### src/rtl/inertial_filter.sv
// inertial_filter: per-channel inertial/transport delay with glitch flagging and a saturating reject count
module inertial_filter #(
    parameter int CH    = 4,
    parameter int DELAY = 4,
    parameter int CNT_W = 8
) (
    input  logic             clk,
    input  logic             rst_n,
    input  logic             mode,
    input  logic [CH-1:0]    a,
    output logic [CH-1:0]    y,
    output logic [CH-1:0]    glitch,
    output logic [CNT_W-1:0] glitch_total,
    input  logic             glitch_clr
);
    localparam int CW   = DELAY > 1 ? $clog2(DELAY) : 1;
    localparam int SW   = DELAY > 1 ? DELAY - 1 : 1;
    localparam int PW   = $clog2(CH + 1) + 1;
    localparam int SUMW = CNT_W + PW;

    logic [CW-1:0]    cnt   [CH];
    logic [CW-1:0]    cnt_n [CH];
    logic [SW-1:0]    sr    [CH];
    logic [SW-1:0]    sr_n  [CH];
    logic [CH-1:0]    y_n, g_n, tap;
    logic [PW-1:0]    pop;
    logic [SUMW-1:0]  sum;
    logic [CNT_W-1:0] total_n;

    always_comb begin
        y_n = y;
        g_n = '0;
        pop = '0;
        for (int i = 0; i < CH; i++) begin
            sr_n[i]    = sr[i];
            sr_n[i][0] = a[i];
            for (int k = 1; k < SW; k++) sr_n[i][k] = sr[i][k-1];
            tap[i]  = DELAY == 1 ? a[i] : sr[i][SW-1];
            cnt_n[i] = '0;
            if (mode)
                y_n[i] = tap[i];
            else if (a[i] != y[i]) begin
                if (cnt[i] == CW'(DELAY - 1))
                    y_n[i] = a[i];
                else
                    cnt_n[i] = cnt[i] + CW'(1);
            end else
                g_n[i] = cnt[i] != '0;
            pop = pop + PW'(g_n[i]);
        end
        sum     = SUMW'(glitch_total) + SUMW'(pop);
        // any carry beyond CNT_W bits means the counter has saturated
        total_n = glitch_clr ? '0 : (|sum[SUMW-1:CNT_W]) ? '1 : sum[CNT_W-1:0];
    end

    always_ff @(posedge clk or negedge rst_n) begin
        if (!rst_n) begin
            y            <= '0;
            glitch       <= '0;
            glitch_total <= '0;
            for (int i = 0; i < CH; i++) begin
                cnt[i] <= '0;
                sr[i]  <= '0;
            end
        end else begin
            y            <= y_n;
            glitch       <= g_n;
            glitch_total <= total_n;
            for (int i = 0; i < CH; i++) begin
                cnt[i] <= cnt_n[i];
                sr[i]  <= sr_n[i];
            end
        end
    end
endmodule

### config.mk
export PLATFORM = sky130hd
export DESIGN_NAME = inertial_filter
export DESIGN_NICKNAME = d
export VERILOG_FILES = /design/src/rtl/inertial_filter.sv
export SDC_FILE = /design/constraint.sdc
export NUM_CORES = 1
export LEC_CHECK = 0
export ABC_AREA = 1
export CAP_MARGIN = 10
export CORE_MARGIN = 10
export CORE_UTILIZATION = 30
export DETAILED_ROUTE_END_ITERATION = 6
export DONT_BUFFER_PORTS = 1
export SLEW_MARGIN = 20
export SYNTH_ARGS = -nofsm -noshare
export SYNTH_HDL_FRONTEND = slang
export SYNTH_SLANG_ARGS = --single-unit
export TNS_END_PERCENT = 1
### constraint.sdc
create_clock -name clk -period 4.99 [get_ports clk]
set_clock_uncertainty 0.1 [all_clocks]
set_input_delay 0.7485 -clock clk [delete_from_list [all_inputs] [get_ports clk]]
set_output_delay 0.7485 -clock clk [all_outputs]
set_load 0.02 [all_outputs]
# Word-level counts from Yosys, hierarchy flattened
# Cells that the tools add are included.
dict set report word_totals {
  regBits 36
  input_bits 8
  out_inout_bits 16
  word_cells 81
}
dict set report op_classes {
  addsub 8
  eq_ne 8
  n_mux 34
  reduce_logical 17
}
# operator count
set op_table {}
lappend op_table {{$mux W2} 12}
lappend op_table {{$reduce_bool A2 Y1} 12}
lappend op_table {{$mux W1} 20}
lappend op_table {{$mux W8} 2}
lappend op_table {{$add A8 B4 Y9} 1}
lappend op_table {{$add A2 B1 Y2 const B} 4}
lappend op_table {{$eq A2 B2 Y1 const B} 4}
lappend op_table {{$reduce_and A2 Y1} 4}
lappend op_table {{$add A3 B1 Y4} 1}
lappend op_table {{$ne A1 B1 Y1} 4}
lappend op_table {{$reduce_or A4 Y1} 1}
lappend op_table {{$add A2 B1 Y3} 1}
lappend op_table {{$add A1 B1 Y2} 1}

# Depth between registers and ports, before layout
# Gate-level depths: netlist of the first run.
dict set report logic_depth {
  word_depth 10
  mapped_depth 16
  mapped_depth_nobuf 14
}

# Worst setup path after synthesis of the first run
# OpenSTA, ideal clock, no wires.
dict set report synth_path {
  kind {input to register}
  from {in mode}
  to {reg glitch_total[5]}
  setup_time_ps 113
  t_arrival_ps 2907
  required_time_ps 4777
  setup_slack_ps 1870
  path_stages 16
  path_buffers 2
  cell_sequence {buf_4 inv_2 buf_4 nand2_1 nor2_1 fa_1 inv_1 fa_1 inv_1 fa_1 nand2_2 clkinv_1 nand4_2 nand3_1 nand2_1 inv_1}
}
dict set report synth_via {
  elab_chain_len 8
  elab_cells_between_ends 11
  classes_between {4 x add/sub; 6 x mux; 1 x reduce/logical}
}
# element line
set synth_lines {}
lappend synth_lines {{start: declaration} 9} ;# input logic mode,
lappend synth_lines {{$mux W1 *} 40} ;# if (mode)
lappend synth_lines {{net g_n[0]} 25} ;# logic [CH-1:0] y_n, g_n, tap;
lappend synth_lines {{$add A1 B1 Y2 *} 49} ;# pop = pop + PW'(g_n[i]);
lappend synth_lines {{$add A2 B1 Y3 *} 49}
lappend synth_lines {{$add A3 B1 Y4 *} 49}
lappend synth_lines {{$add A8 B4 Y9 *} 51} ;# sum = SUMW'(glitch_total) + SUMW'(pop);
lappend synth_lines {{$reduce_or A4 Y1} 53} ;# total_n = glitch_clr ? '0 : (|sum[SUMW-1:CNT_W]) ? '1 : sum[CNT_W-1:0];
lappend synth_lines {{$mux W8 * (2 in a row)} 53}
lappend synth_lines {{net total_n[5]} 28} ;# logic [CNT_W-1:0] total_n;
lappend synth_lines {{end signal: assignment} 68} ;# glitch_total <= total_n;
lappend synth_lines {{end: declaration} 13} ;# output logic [CNT_W-1:0] glitch_total,
# The timed path passes the listed nets; every way through them passes the cells marked *.
# A chain may end at the register's enable or synchronous reset.

# Worst setup path after layout of the first run
dict set report layout_path {
  from {reg y[0]}
  to {reg glitch_total[5]}
}
dict set report layout_via {
  elab_chain_len 10
}
# element line
set layout_lines {}
lappend layout_lines {{start: declaration} 11} ;# output logic [CH-1:0] y,
lappend layout_lines {{start signal: assignment} 66} ;# y <= y_n;
lappend layout_lines {{$ne A1 B1 Y1 *} 42} ;# else if (a[i] != y[i]) begin
lappend layout_lines {{$mux W1 *} 42}
lappend layout_lines {{$mux W1 *} 40}
lappend layout_lines {{net g_n[0]} 25}
lappend layout_lines {{$add A1 B1 Y2 *} 49}
lappend layout_lines {{$add A2 B1 Y3 *} 49}
lappend layout_lines {{$add A3 B1 Y4 *} 49}
lappend layout_lines {{$add A8 B4 Y9 *} 51}
lappend layout_lines {{$reduce_or A4 Y1} 53}
lappend layout_lines {{$mux W8 * (2 in a row)} 53}
lappend layout_lines {{net total_n[5]} 28}
# Marked as above.

==> load_flow_metrics.sql, run 1 <==
INSERT INTO impl_metrics (metric_group, metric, value, unit) VALUES
('detailed_routing', 'detailroute.via_count', '1037', ''),
('sta', 'slew_headroom', '0.725', ''),
('logic_synthesis', 'synthDominantCellAreaShare', '0.562', ''),
('status', 'outcome', 'complete, no violations', ''),
('sta', 'worst_hold_slack', '0.0501', 'ns'),
('grt', 'grt_pass1_vias', '999', ''),
('logic_synthesis', 'synth_nets', '185', ''),
('detailed_routing', 'wl_per_cell', '12.2', 'um'),
('detailed_routing', 'drt-pass1-iter-count', '3', ''),
('clocking', 'post_cts_hold_buffer_count', '0', ''),
('detailed_routing', 'drc', '0', ''),
('logic_synthesis', 'syn-instance-count', '165', ''),
('sta', 'hold_violations', '0', ''),
('worst_setup_path', 'cp_data_arrival_time', '3.07', 'ns'),
('min_path', 'hold_path.class', 'input pin to async pin', ''),
('clocking', 'worst_skew_pair.late_latency', '0.29', 'ns'),
('sta', 'post-route-period-util', '0.598', ''),
('logic_synthesis', 'postSynthRegisterBits', '36', ''),
('die', 'boundaryPins', '24', ''),
('grt', 'gr-max-usage-layer', 'met2', ''),
('sta', 'grt_setup_unrepaired', 'no', ''),
('place', 'numPortBuffers', '0', ''),
('worst_setup_path', 'timing.rr.start', 'y[0]$_DFFE_PN0P_', ''),
('clocking', 'cts_tree', 'done', ''),
('detailed_routing', 'viasPerCell', '4.30', ''),
('die', 'area_of_the_die', '8670', 'um2'),
('power_and_ir_drop', 'ir_drop', '0.122', 'mV'),
('grt', 'wire_length_of_the_first_global_routing_pass', '5080', 'um'),
('sta', 'tightestPinTransition', '0.413', 'ns'),
('worst_setup_path', 'critical_path.max_fanout', '6', ''),
('clocking', 'clock_path_buffers', '2', ''),
('grt', 'grt.overflow.total', '0', ''),
('sta', 'report.final.slew_viol_count', '0', ''),
('logic_synthesis', 'syn_area', '1600', 'um2'),
('die', 'placeableCoreArea', '5140', 'um2'),
('layout', 'finish.utilization', '0.348', ''),
('detailed_routing', 'first_iter_violations', '64', ''),
('worst_setup_path', 'startpoint', 'y[0]$_DFFE_PN0P_', ''),
('worst_setup_path', 'timing.critical_path.to_type', 'flip-flop', ''),
('grt', 'globalRouteMet2Util', '0.114', ''),
('worst_setup_path', 'worst-setup-path-type', 'flip-flop to flip-flop', ''),
('clocking', 'post_cts.resized_instances', '0', ''),
('worst_setup_path', 'crit-reg2reg-capture', 'glitch_total[5]$_DFF_PN0_', ''),
('grt', 'number_of_antenna_violations_at_the_first_check_in_global_routing', '0', ''),
('die', 'floorplan.initialDensity', '0.312', ''),
('grt', 'grt.met3_usage', '0.0320', ''),
('die', 'core.rowCount', '26', ''),
('layout', 'antenna_diode_instance_count', '0', ''),
('die', 'die_height', '93.1', 'um'),
('clocking', 'cts_sinks', '36', ''),
('logic_synthesis', 'synthesis.yosys.warnings', '0', ''),
('power_and_ir_drop', 'cellLeakagePower', '0.000867', 'uW'),
('sta', 'post-route-min-period', '2.98', 'ns'),
('power_and_ir_drop', 'power.density', '360', 'nW/um2'),
('worst_setup_path', 'worst_r2r_path_depth', '14', ''),
('logic_synthesis', 'avgSynthCellArea', '9.71', 'um2'),
('detailed_routing', 'final_antenna_net_count', '0', ''),
('grt', 'grtUsageTotal', '0.0739', ''),
('detailed_routing', 'drt_wl_total', '2940', 'um'),
('logic_synthesis', 'synthTopCellsByArea', 'sky130_fd_sc_hd__dfrtp_1 (56%), sky130_fd_sc_hd__nand2_1 (8.4%), sky130_fd_sc_hd__ha_1 (7.0%), sky130_fd_sc_hd__inv_1 (6.6%), sky130_fd_sc_hd__fa_1 (3.7%)', ''),
('clocking', 'cts.htree.levels', '2', ''),
('clocking', 'clk_transition_reported_paths', '0.08', 'ns'),
('layout', 'drive_above_1_share', '0.0702', ''),
('sta', 'max_clock_freq', '0.335', 'GHz'),
('grt', 'largest_net_degree_at_the_start_of_global_routing', '37', ''),
('clocking', 'post_cts.repair.setup_buffers', '0', ''),
('place', 'finalWeightedCongestion', '0.793', ''),
('worst_setup_path', 'timing.critical_path.required', '5.08', 'ns'),
('logic_synthesis', 'yosysTopAreaCell', 'sky130_fd_sc_hd__dfrtp_1', ''),
('layout', 'layout_area_overhead', '11.5', '%'),
('grt', 'global_route.usage.met1', '0.0839', '');
-- where the power goes --
group	total (uW)	internal [uW]	switching [uW]
clock	252	148	105
combinational	51.1	21.8	29.4
sequential	340	312	27.9
-- logic make-up after synthesis --
group                      after synthesis  synth area share
DFF                                     36             0.562
xor gates and xnor gates                 6            0.0328
buffers and inverters                   32            0.0796
and+or+nand+nor                         66             0.177
adders and majority gates               12             0.108
AOI/OAI and AO/OA                       13            0.0406
-- stage by stage --
step / cells / power, uW / area, um2 / setup WS (ns)
after global routing: 241 / 681 / 1790 / 1.75
final: 241 / 643 / 1790 / 2.01
after CTS: 241 / 656 / 1790 / 1.96
after detailed placement: 233 / 398 / 1680 / 1.75
after global placement: 233 / 399 / 1680 / 1.82
after floorplan: 165 / 385 / 1600 / 1.87
-- Yosys cell counts (all sizes together) --
cell type and n:
nand2 37, dfrtp 36, inv 29, nor2 15, ha 9, o21ai 9
nand3 7, xnor2 6, a21oi 4, nor4 4, fa 3, buf 2
nand4 2, clkinv 1, nor3 1
-- layout make-up --
class	instances	area (um2)
tap	70	87.6
clock inverter	3	42.5
fill	540	3350
multi-input combinational	97	574
sequential	36	901
clock buffer	5	68.8
inverter	30	113
-- worst max path at each step --
| stage | end |
|---|---|
| final | glitch_total[5]$_DFF_PN0_ |
| after CTS | glitch_total[5]$_DFF_PN0_ |
| after detailed placement | glitch_total[5]$_DFF_PN0_ |
| after global routing | glitch_total[5]$_DFF_PN0_ |
| after global placement | glitch_total[5]$_DFF_PN0_ |
| after floorplan | glitch_total[5]$_DFF_PN0_ |
-- worst max-delay path, stage by stage, from the launching register on --
cell and delay [ns]:
sky130_fd_sc_hd__dfrtp_1 0.48, sky130_fd_sc_hd__xnor2_1 0.32, sky130_fd_sc_hd__nand2_1 0.08, sky130_fd_sc_hd__nor2_1 0.20, sky130_fd_sc_hd__fa_1 0.45, sky130_fd_sc_hd__inv_1 0.07
sky130_fd_sc_hd__fa_1 0.15, sky130_fd_sc_hd__inv_1 0.06, sky130_fd_sc_hd__fa_1 0.41, sky130_fd_sc_hd__nand2_2 0.12, sky130_fd_sc_hd__clkinv_1 0.08, sky130_fd_sc_hd__nand4_2 0.15
sky130_fd_sc_hd__nand3_1 0.09, sky130_fd_sc_hd__nand2_1 0.06, sky130_fd_sc_hd__inv_1 0.04
-- per-layer routing --
layer / vias up / share of wire
li1: 513 / -
met1: 503 / 0.45
met2: 15 / 0.46
met3: 6 / 0.060
met4: 0 / 0.026
met5: - / 0
-- flip-flops by register name (all words and copies together) (netlist names) --
register	cells
cnt	8
sr	12
glitch	4
glitch_total	8
y	4
No activity file was read; power rests on OpenSTA's default activity.
==> run 2, diff against run 1 <==
- clock period: 4.99 -> 2.5 ns (I/O delays scaled with it)
==> load_flow_metrics.sql, run 2 (same netlist as run 1, synthesis figures left out) <==
INSERT INTO impl_metrics (metric_group, metric, value, unit) VALUES
('status', 'outcome', 'finished with violations', ''),
('status', 'failed_checks', 'setup timing', ''),
('worst_setup_path', 'cp-start-kind', 'flip-flop', ''),
('die', 'area_of_the_die', '8670', 'um2'),
('clocking', 'clk_transition_reported_paths', '0.07', 'ns'),
('grt', 'gr-max-usage-layer', 'met2', ''),
('sta', 'post-route-min-period', '2.59', 'ns'),
('grt', 'number_of_antenna_violations_at_the_first_check_in_global_routing', '0', ''),
('min_path', 'hold_path.class', 'input pin to flip-flop', ''),
('place', 'dpl_cell_area', '1860', 'um2'),
('sta', 'report.final.setup_viol', '7', ''),
('min_path', 'worst_hold_launch', 'a[3]', ''),
('grt', 'grtUsageTotal', '0.0789', ''),
('sta', 'worst_hold_slack', '0.0218', 'ns'),
('die', 'placeableCoreArea', '5140', 'um2'),
('sta', 'grt_setup_unrepaired', 'yes', ''),
('layout', 'largest_register_ffs', '12', ''),
('die', 'floorplan.initialDensity', '0.312', ''),
('sta', 'hold_violations', '0', ''),
('detailed_routing', 'drc', '0', ''),
('die', 'die_height', '93.1', 'um'),
('clocking', 'cts_sinks', '36', ''),
('detailed_routing', 'drt_wl_total', '3100', 'um'),
('worst_setup_path', 'cp_data_arrival_time', '2.67', 'ns'),
('sta', 'tightestPinTransition', '0.447', 'ns'),
('layout', 'fillers', '537', ''),
('grt', 'globalRouteMet2Util', '0.126', ''),
('power_and_ir_drop', 'power_frac_clock', '0.342', ''),
('layout', 'antenna_diode_instance_count', '0', ''),
('layout', 'max_flop_register', 'sr', ''),
('clocking', 'total_cts_buffers', '5', ''),
('layout', 'top_regs', 'sr (12), cnt (8), glitch_total (8)', ''),
('detailed_routing', 'first_iter_violations', '68', ''),
('die', 'horizontal_die_dimension', '93.1', 'um'),
('clocking', 'cts_tree', 'done', ''),
('layout', 'final_design_area_no_fill', '2060', 'um2'),
('worst_setup_path', 'critical_path.max_fanout', '6', ''),
('place', 'finalWeightedCongestion', '0.748', ''),
('clocking', 'worst_skew_pair.late_latency', '0.28', 'ns'),
('grt', 'grt.overflow.total', '0', ''),
('clocking', 'clock_path_buffers', '2', ''),
('sta', 'max_clock_freq', '0.386', 'GHz'),
('detailed_routing', 'detailroute.via_count', '1109', ''),
('layout', 'finalNetCount', '214', ''),
('power_and_ir_drop', 'power.net_switching', '338', 'uW'),
('power_and_ir_drop', 'power.density', '638', 'nW/um2'),
('place', 'numPortBuffers', '0', ''),
('grt', 'grt_pass1_vias', '1180', ''),
('clocking', 'clock-root-buffer', 'sky130_fd_sc_hd__clkbuf_8', ''),
('detailed_routing', 'drt-pass1-iter-count', '3', ''),
('power_and_ir_drop', 'cellLeakagePower', '0.00105', 'uW'),
('place', 'dp.final_hpwl', '2330', 'um'),
('grt', 'global_route.usage.met1', '0.0885', ''),
('layout', 'mostFrequentLayoutCells', 'sky130_fd_sc_hd__nand2_1 (34), sky130_fd_sc_hd__dfrtp_1 (34), sky130_fd_sc_hd__inv_1 (27)', ''),
('power_and_ir_drop', 'p_seq_frac', '0.502', ''),
('clocking', 'cts.htree.levels', '2', ''),
('layout', 'layout_area_overhead', '28.3', '%'),
('worst_setup_path', 'timing.critical_path.to_type', 'flip-flop', ''),
('die', 'core.rowCount', '26', ''),
('power_and_ir_drop', 'internal_power', '974', 'uW'),
('detailed_routing', 'wl_per_cell', '11.7', 'um'),
('power_and_ir_drop', 'swShare', '0.258', ''),
('detailed_routing', 'viasPerCell', '4.18', ''),
('grt', 'largest_net_degree_at_the_start_of_global_routing', '37', ''),
('sta', 'post-route-period-util', '1.04', ''),
('power_and_ir_drop', 'power.combinational.fraction', '0.156', ''),
('layout', 'final-instance-count-excl-fill', '265', ''),
('sta', 'final_critical_path_setup_slack', '-0.0919', 'ns'),
('worst_setup_path', 'timing.rr.start', 'y[0]$_DFFE_PN0P_', ''),
('worst_setup_path', 'worst-setup-path-type', 'flip-flop to flip-flop', ''),
('detailed_routing', 'final_antenna_net_count', '0', ''),
('grt', 'wire_length_of_the_first_global_routing_pass', '5510', 'um'),
('sta', 'slew_headroom', '0.702', ''),
('layout', 'drive_above_1_share', '0.241', ''),
('worst_setup_path', 'startpoint', 'y[0]$_DFFE_PN0P_', ''),
('die', 'boundaryPins', '24', ''),
('power_and_ir_drop', 'totalPowerFinal', '1310', 'uW'),
('power_and_ir_drop', 'ir_drop', '0.233', 'mV'),
('grt', 'grt.met3_usage', '0.0296', ''),
('place', 'place_inst', '251', ''),
('job', 'cap_viol_max_count', '0', ''),
('worst_setup_path', 'timing.critical_path.required', '2.58', 'ns'),
('sta', 'report.final.slew_viol_count', '0', '');
run 2: cell types whose count changed in the layout (fill, tap and decap cells not counted), sizes merged:
cell,change
buf,+21
clkinvlp,-1
bufinv,-1
clkinv,-1
clkbuf,+3
dlygate4sd3,+3
run 2: path summary, 6_finish.rpt:
kind	to	slack, ns	depth (start not counted)
setup / recovery	glitch_total[5]$_DFF_PN0_	-0.09	14
hold / removal	sr[0]$_DFF_PN0_	0.02	0
max in group asynchronous	y[0]$_DFFE_PN0P_	1.66	2
min in group asynchronous	sr[9]$_DFF_PN0_	0.44	2
setup reg to reg	glitch_total[5]$_DFF_PN0_	-0.09	14
hold reg to reg	sr[5]$_DFF_PN0_	0.25	0
run 2: repair_timing:
| action | CTS | global route |
|---|---|---|
| pin swaps | 7 | 1 |
| setup endpoints to repair | 8 | 8 |
| hold endpoints to repair | 36 | 2 |
| setup buffers | 2 | 0 |
| gates resized for setup | 5 | 3 |
| hold buffers | 2 | 2 |
run 2: cell type report:
| class | count | area [um2] | share of cell area |
|---|---|---|---|
| Timing Repair Buffer | 24 | 200 | 0.0974 |
| Inverter | 30 | 120 | 0.0584 |
| Multi-Input combinational cell | 97 | 644 | 0.313 |
| Tap cell | 70 | 87.6 | 0.0426 |
| Clock buffer | 8 | 100 | 0.0487 |
| Sequential cell | 36 | 903 | 0.439 |
run 2: power by group through the flow:
stage / Clock [uW] / Combinational (uW) / Sequential [uW]
final: 448 / 205 / 659
after CTS: 460 / 205 / 661
after global placement: 0 / 184 / 671
after global routing: 492 / 237 / 664
after floorplan: 0 / 98.5 / 682
after detailed placement: 0 / 185 / 672
run 2: worst max-delay path, cell delays in order, from the launching register on:
cell and delay [ns]:
sky130_fd_sc_hd__dfrtp_2 0.43, sky130_fd_sc_hd__xnor2_2 0.16, sky130_fd_sc_hd__nand2_1 0.09, sky130_fd_sc_hd__nor2_2 0.15
sky130_fd_sc_hd__fa_1 0.42, sky130_fd_sc_hd__inv_1 0.08, sky130_fd_sc_hd__fa_2 0.19, sky130_fd_sc_hd__inv_2 0.04
sky130_fd_sc_hd__fa_2 0.36, sky130_fd_sc_hd__nand2_4 0.12, sky130_fd_sc_hd__clkinv_4 0.06, sky130_fd_sc_hd__nand4_4 0.13
sky130_fd_sc_hd__nand3_2 0.07, sky130_fd_sc_hd__nand2_1 0.06, sky130_fd_sc_hd__inv_1 0.03
run 2: through the flow:
stage | util | setup TNS, ns | worst slack (ns)
after global routing | 0.400 | -1.81 | -0.259
after detailed placement | 0.361 | -0.764 | -0.174
after CTS | 0.393 | -0.651 | -0.119
after global placement | 0.361 | -0.502 | -0.130
after floorplan | - | -0.484 | -0.124
final | 0.400 | -0.512 | -0.0919
run 2: per-layer routing:
metal	part of all wire	wire, um
met1	0.45	1410
met2	0.48	1480
met3	0.049	152
met4	0.022	67
met5	0	0
==> run 3, diff against run 2 <==
- SLEW_MARGIN: 20 -> not set
==> results of run 3 <==
The final DEF is identical to that of run 2; final timing and power are the same.
